===== src/rtl/mips_pkg.sv =====
// Shared constants for the 4-way 32-bit stream demultiplexer.
package mips_pkg;

  localparam int unsigned DEMUX_CH    = 4;
  localparam int unsigned DEMUX_SEL_W = 2;
  localparam int unsigned DEMUX_WIDTH = 32;

  function automatic logic [DEMUX_CH-1:0] sel_onehot(input logic [DEMUX_SEL_W-1:0] sel);
    logic [DEMUX_CH-1:0] oh;
    oh      = '0;
    oh[sel] = 1'b1;
    return oh;
  endfunction

endpackage


===== src/rtl/demux_chan.sv =====
// One demux output channel: a single registered entry, or with DEMUX_SKID_EN a 2-entry FIFO
// (head drives data_o, skid sits behind it).
module demux_chan
  import mips_pkg::*;
#(
  parameter int unsigned WIDTH = DEMUX_WIDTH
) (
  input  logic             clk,
  input  logic             rst_n,
  input  logic             wr_en_i,
  input  logic [WIDTH-1:0] wr_data_i,
  input  logic             rd_ready_i,
  output logic             valid_o,
  output logic [WIDTH-1:0] data_o,
  output logic             ready_o
);

`ifdef DEMUX_SKID_EN
  logic [WIDTH-1:0] head_q, head_d;
  logic [WIDTH-1:0] skid_q, skid_d;
  logic [1:0]       cnt_q, cnt_d;
  logic             deq;

  always_ff @(posedge clk or negedge rst_n) begin
    if (!rst_n) begin
      head_q <= '0;
      skid_q <= '0;
      cnt_q  <= 2'd0;
    end else begin
      head_q <= head_d;
      skid_q <= skid_d;
      cnt_q  <= cnt_d;
    end
  end

  always_comb begin
    head_d = head_q;
    skid_d = skid_q;
    cnt_d  = cnt_q;
    deq    = (cnt_q != 2'd0) && rd_ready_i;
    case ({wr_en_i, deq})
      2'b10: begin
        if (cnt_q == 2'd0) head_d = wr_data_i;
        else               skid_d = wr_data_i;
        cnt_d = cnt_q + 2'd1;
      end
      2'b01: begin
        // Skid word (if any) advances to the head on the same edge.
        if (cnt_q == 2'd2) head_d = skid_q;
        cnt_d = cnt_q - 2'd1;
      end
      2'b11: begin
        // Only reachable with one entry: the new word takes the head.
        head_d = wr_data_i;
      end
      default: ;
    endcase
  end

  assign valid_o = (cnt_q != 2'd0);
  assign data_o  = head_q;
  assign ready_o = (cnt_q != 2'd2);
`else
  logic [WIDTH-1:0] data_q, data_d;
  logic             valid_q, valid_d;

  always_ff @(posedge clk or negedge rst_n) begin
    if (!rst_n) begin
      data_q  <= '0;
      valid_q <= 1'b0;
    end else begin
      data_q  <= data_d;
      valid_q <= valid_d;
    end
  end

  always_comb begin
    data_d  = data_q;
    valid_d = valid_q;
    if (wr_en_i) begin
      data_d  = wr_data_i;
      valid_d = 1'b1;
    end else if (valid_q && rd_ready_i) begin
      valid_d = 1'b0;
    end
  end

  assign valid_o = valid_q;
  assign data_o  = data_q;
  assign ready_o = !valid_q || rd_ready_i;
`endif

endmodule


===== src/rtl/demux_4_32b_stream.sv =====
// Registered 1-to-4 stream demultiplexer with valid/ready on every side.
// Define DEMUX_SKID_EN for 2-entry channels with in_ready free of out_ready paths.
module demux_4_32b_stream
  import mips_pkg::*;
#(
  parameter int unsigned WIDTH = DEMUX_WIDTH
) (
  input  logic                   clk,
  input  logic                   rst_n,
  input  logic                   in_valid,
  output logic                   in_ready,
  input  logic [DEMUX_SEL_W-1:0] in_sel,
  input  logic [WIDTH-1:0]       in_data,
  output logic [DEMUX_CH-1:0]    out_valid,
  input  logic [DEMUX_CH-1:0]    out_ready,
  output logic [WIDTH-1:0]       out_data0,
  output logic [WIDTH-1:0]       out_data1,
  output logic [WIDTH-1:0]       out_data2,
  output logic [WIDTH-1:0]       out_data3
);

  logic [DEMUX_CH-1:0] chan_ready;
  logic [DEMUX_CH-1:0] wr_en;
  logic [WIDTH-1:0]    chan_data [DEMUX_CH];
  logic                accept;

  assign in_ready = chan_ready[in_sel];
  assign accept   = in_valid && in_ready;
  assign wr_en    = accept ? sel_onehot(in_sel) : '0;

  for (genvar k = 0; k < DEMUX_CH; k++) begin : g_chan
    demux_chan #(
      .WIDTH(WIDTH)
    ) u_chan (
      .clk       (clk),
      .rst_n     (rst_n),
      .wr_en_i   (wr_en[k]),
      .wr_data_i (in_data),
      .rd_ready_i(out_ready[k]),
      .valid_o   (out_valid[k]),
      .data_o    (chan_data[k]),
      .ready_o   (chan_ready[k])
    );
  end

  assign out_data0 = chan_data[0];
  assign out_data1 = chan_data[1];
  assign out_data2 = chan_data[2];
  assign out_data3 = chan_data[3];

endmodule


===== config.mk =====
export PLATFORM = sky130hd
export DESIGN_NAME = demux_4_32b_stream
export DESIGN_NICKNAME = d
export VERILOG_FILES = /design/src/rtl/mips_pkg.sv /design/src/rtl/demux_chan.sv /design/src/rtl/demux_4_32b_stream.sv
export SDC_FILE = /design/constraint.sdc
export NUM_CORES = 1
export LEC_CHECK = 0
export BUFFER_PORTS_ARGS = -buffer_cell sky130_fd_sc_hd__buf_2
export CAP_MARGIN = 20
export CORE_ASPECT_RATIO = 1.5
export CORE_MARGIN = 1
export CORE_UTILIZATION = 50
export CTS_CLUSTER_SIZE = 25
export DETAILED_ROUTE_END_ITERATION = 12
export GPL_TIMING_DRIVEN = 0
export PLACE_DENSITY_LB_ADDON = 0.12
export SETUP_SLACK_MARGIN = 0.05
export SYNTH_ARGS = -nofsm -noshare
export SYNTH_HDL_FRONTEND = slang
export SYNTH_SLANG_ARGS = --single-unit

===== constraint.sdc =====
create_clock -name clk -period 1.9 [get_ports clk]
set_clock_uncertainty 0.2 [all_clocks]
set_input_delay 0.095 -clock clk [delete_from_list [all_inputs] [get_ports clk]]
set_output_delay 0.095 -clock clk [all_outputs]
set_load 0.05 [all_outputs]

* Word level (Yosys, flattened, before mapping) *
Cells that the tools add are included.

storage, ports and cells
  output and inout bits = 133
  logic and storage cells = 41
  input bits = 41
  bits in registers = 132

cells by class
  mux-type cells = 13
  reduce and logical (&&, ||, !) cells = 18
  order comparisons = 2

operators by type and width
  cell                count
  $mux 1              10
  $reduce_bool 2->1   4
  $logic_and 1x1->1   6
  $logic_not 1->1     4
  $logic_or 1x1->1    4
  $mux 4              1
  $lt 2x3->1 const B  1
  $bmux 1 s2          1
  $demux 1 s2         1
  $ge 2x1->1 const B  1

* Longest topological paths before layout *
  word-level depth = 7
  depth in mapped cells = 6
  mapped depth without buffers = 3

* Modules after synthesis *
A second synthesis with hierarchy kept.

unflattened totals
  cell total of the unflattened synthesis = 289
  area total of the unflattened synthesis = 5582.9 sq um

by module, submodules not included
  module              times used  cells each  sequential area each (sq um)  area each (sq um)
  demux_chan          4           71          825.8                         1378.8
  demux_4_32b_stream  1           5           0.0                           67.6

* Worst setup path before layout *
OpenSTA, ideal clock, no wires.

  path type = reg2reg
  from = reg g_chan[1].u_chan.valid_q
  to = reg g_chan[1].u_chan.data_q[10]
  setup time = 0.125 ns
  setup slack = 0.330 ns
  arrival time = 1.246 ns
  path buffers = 1
  data required time = 1.575 ns
  cell stages (with the launch flop) = 5
  period minus slack after synthesis = 1.570 ns
  cell sequence = dfrtp_1 nand2b_1 nor3b_4 buf_6 mux2_2

on the way
  longest elaborated chain between the ends = 6

ends and longest elaborated chain
  what                          RTL line                  text
  start: declaration            demux_chan.sv:65          logic valid_q, valid_d;
  start signal: assignment      demux_chan.sv:73          valid_q <= valid_d;
  $logic_not 1->1               demux_chan.sv:90          assign ready_o = !valid_q || rd_ready_i;
  $logic_or 1x1->1              demux_chan.sv:90
  $bmux 1 s2                    demux_4_32b_stream.sv:27  assign in_ready = chan_ready[in_sel];
  $mux 1 (implied by the code)  demux_4_32b_stream.sv:27
  $logic_and 1x1->1             demux_4_32b_stream.sv:28  assign accept = in_valid && in_ready;
  $mux 4                        demux_4_32b_stream.sv:29  assign wr_en = accept ? sel_onehot(in_sel) : '0;
  end signal: assignment        demux_chan.sv:72          data_q <= data_d;
  end: declaration              demux_chan.sv:64          logic [WIDTH-1:0] data_q, data_d;

Every way passes these cells. The select of a mux whose other input is x is not followed.
A chain may end at the register's enable or synchronous reset.

* Worst setup path in the final report *
  from = in in_sel[1]
  to = out in_ready

on the way
  longest elaborated chain between the ends = 2

ends and longest elaborated chain
  what                          RTL line                  text
  start: declaration            demux_4_32b_stream.sv:12  input logic [DEMUX_SEL_W-1:0] in_sel,
  $bmux 1 s2                    demux_4_32b_stream.sv:27
  $mux 1 (implied by the code)  demux_4_32b_stream.sv:27
  end: declaration              demux_4_32b_stream.sv:11  output logic in_ready,

Every way passes these cells. The select of a mux whose other input is x is not followed.

==> metrics.md <==
| Metric | Value |
|---|---|
| Util after Layout | `0.729` |
| Worst Hold Class | `primary input to flop` |
| Clk slew on worst S/H paths | `0.06 ns` |
| DR pass1 iterations | `8` |
| Power, Total | `10,500 uW` |
| Core area | `9740 sq um` |
| Nets | `572` |
| Max Freq | `555 MHz` |
| Slew Viols, Final | `0` |
| Worst Setup Slack, final | `0.0996 ns` |
| Failing checks | `design-rule violations` |
| Dominant synthesized flop cell | `dfrtp_1` |
| Clk sinks | `132` |
| Reg2reg end | `g_chan[1].u_chan.data_o[9]` |
| Outcome | `finished with violations` |
| Most common cell in the netlist | `dfrtp_1` |
| Vias in the first global route | `3,577` |
| Sequential share of the synthesized area | `0.657` |
| Post-synth EDFFs | `0` |
| Reg2reg start | `g_chan[1].u_chan.valid_o` |
| Top-level port count | `174` |
| Clk Latency, worst-skew pair | `0.40 ns` |
| RSZ-0062 raised after global routing | `true` |
| Die X | `83.9 um` |
| CTS H-tree depth | `4` |
| Grt ovf | `0` |
| Flop2flop setup slack | `0.16 ns` |
| Min cycle time layout | `1.80 ns` |
| Initial antenna violation count | `0` |
| Layout area overhead | `41.2%` |
| Post-synth top area cell | `dfrtp_1` |
| Synth top area share | `0.657` |
| Clk buf depth | `2` |
| CP Class | `primary input to primary output` |
| Routed vias/inst | `5.02` |
| Cells after synthesis | `296` |
| Pre-CTS WS | `0.131 ns` |
| Mapped Area | `5030 sq um` |
| Starting DRC count in detailed routing | `163` |
| Leakage | `0.00339 uW` |
| Crit path capture type | `primary output` |
| Total GRT Usage | `0.226` |
| Placer Congestion | `0.749` |
| Final Hold Vio Count | `0` |
| Number of distinct library cells after synthesis | `17` |
| Avg Cell Area, Syn | `17.0 sq um` |
| Via Count | `3,308` |
| Clock buffer count from CTS | `17` |
| Inserted Diodes | `0` |
| Ys async rst share | `1.00` |
| IO Port Bufs | `172` |
| Yosys Warn Count | `0` |
| Post-Route WL | `11,100 um` |
| Max_cap viols | `0` |
| CTS tree | `built` |
| Required @ worst endpoint | `1.60 ns` |
| PwrDens | `1480 nW/um^2` |
| Final hold slack | `0.196 ns` |
| Row count | `44` |
| Die area | `10,500 sq um` |
| Ranking of synthesized cells by instance count | `132 x dfrtp_1, 124 x mux2_2, 9 x buf_6, 5 x buf_2, 5 x nand2_1` |
| CP startpoint kind | `primary input` |
| Critical Path Sink | `in_ready` |
| IR drop worst, VDD | `804 uV` |
| Post-DR wirelength/cell | `16.8 um` |
| First-pass GRT wire length | `18,100 um` |
| DRC viols | `22` |
| FF-to-FF path depth | `4` |
| Tcrit/Tclk final | `0.948` |
| Largest net degree at the start of global routing | `101` |
| Min-Delay Startpoint | `out_ready[1]` |
| Die Y | `125 um` |
| Worst EP arrival | `1.51 ns` |
| Layout cell share with drive strength beyond 1 | `0.647` |
| Max-Slew Margin vs Limit | `0.671` |
| Synthesis-stage register bit count | `132` |
| Syn nets | `337` |
| Post-DP HPWL | `7390 um` |
| Crit path from | `in_sel[1]` |
| Finished Cell Area | `7100 sq um` |
| Worst Tran Pin Value | `0.493 ns` |
| Crit-path max FO | `7` |
| Routed Antenna Nets | `0` |
| Final setup fails | `0` |
| Placed cell area | `6070 sq um` |
| Starting density of the core | `0.516` |
| Top cells by area, synth | `dfrtp_1 66%, mux2_2 28%, buf_6 2.0%` |
| Clk root buf | `clkbuf_16` |
==> worst min path at each step <==
stage | end | slack (ns) | cells past startpoint
after global placement | g_chan[2].u_chan.data_o[9] | 0.15 | 2
after detailed placement | g_chan[0].u_chan.data_o[6] | -0.20 | 1
final | g_chan[1].u_chan.data_o[31] | 0.20 | 4
after global routing | g_chan[1].u_chan.data_o[31] | 0.22 | 4
after CTS | g_chan[1].u_chan.data_o[31] | 0.18 | 4
after floorplan | g_chan[0].u_chan.data_o[0] | -0.40 | 0
==> through the flow <==
stage | setup TNS [ns] | std cells
after floorplan | 0 | 296
after global placement | -146.47 | 583
after detailed placement | 0 | 584
after CTS | 0 | 658
after global routing | 0 | 659
final | 0 | 659
==> critical path, cell delays in order <==
cell	delay (ns)
dlygate4sd3_1	0.52
buf_2	0.19
mux4_2	0.53
buf_6	0.17
==> kinds of logic (layout without fill, tap and decap cells) <==
logic type      after synthesis  in the layout  synth area share
flops                       132            132             0.657
compound gates                1              1          0.000994
simple gates                 15             15            0.0192
mux                         129            129             0.291
buf+inv                      19            267            0.0321
==> power breakdown <==
group | total, uW | internal, uW | switching (uW)
Sequential | 3680 | 3400 | 280
Clock | 3210 | 1980 | 1230
Combinational | 3650 | 967 | 2680
==> repair_timing <==
action,4_1_cts,5_1_grt
buffers inserted,0,1
endpoints found under the setup margin,1,48
hold buffers,42,0
gates cloned,0,0
gates resized for setup,1,4
hold endpoints to repair,264,0
==> state kept, by name, summed over array words and instances, names as in the netlist <==
name                   flops
g_chan.u_chan.data_o     128
g_chan.u_chan.valid_o      4
==> cell type report <==
type	instances	area (sq um)
Multi-Input combinational cell	145	1570
Sequential cell	132	3300
Timing Repair Buffer	216	1330
Tap cell	115	144
Clock inverter	14	153
Buffer	19	169
Fill cell	692	2640
Clock buffer	18	439
==> placed cells by master (no fill, tap or decap), types with 2 or more instances in the layout <==
cell type / netlist / routed
clkbuf_4: 0 / 3
inv_6: 0 / 3
dfrtp_1: 132 / 132
nand2_1: 5 / 5
mux2_1: 4 / 4
buf_2: 5 / 172
clkinvlp_4: 0 / 4
buf_6: 9 / 11
mux2_2: 124 / 124
nand2b_1: 4 / 4
clkbuf_16: 0 / 17
clkinv_4: 0 / 3
buf_4: 4 / 5
clkinv_2: 0 / 2
dlygate4sd3_1: 0 / 42
bufinv_16: 0 / 2
==> metal layers <==
layer	global-route usage	vias to the layer above	routed length (um)
li1	-	1516	-
met1	0.264	1657	4440
met2	0.392	127	5840
met3	0.0736	8	696
met4	0.0680	0	130
met5	0	-	0
Power figures use the tool's default switching activity.
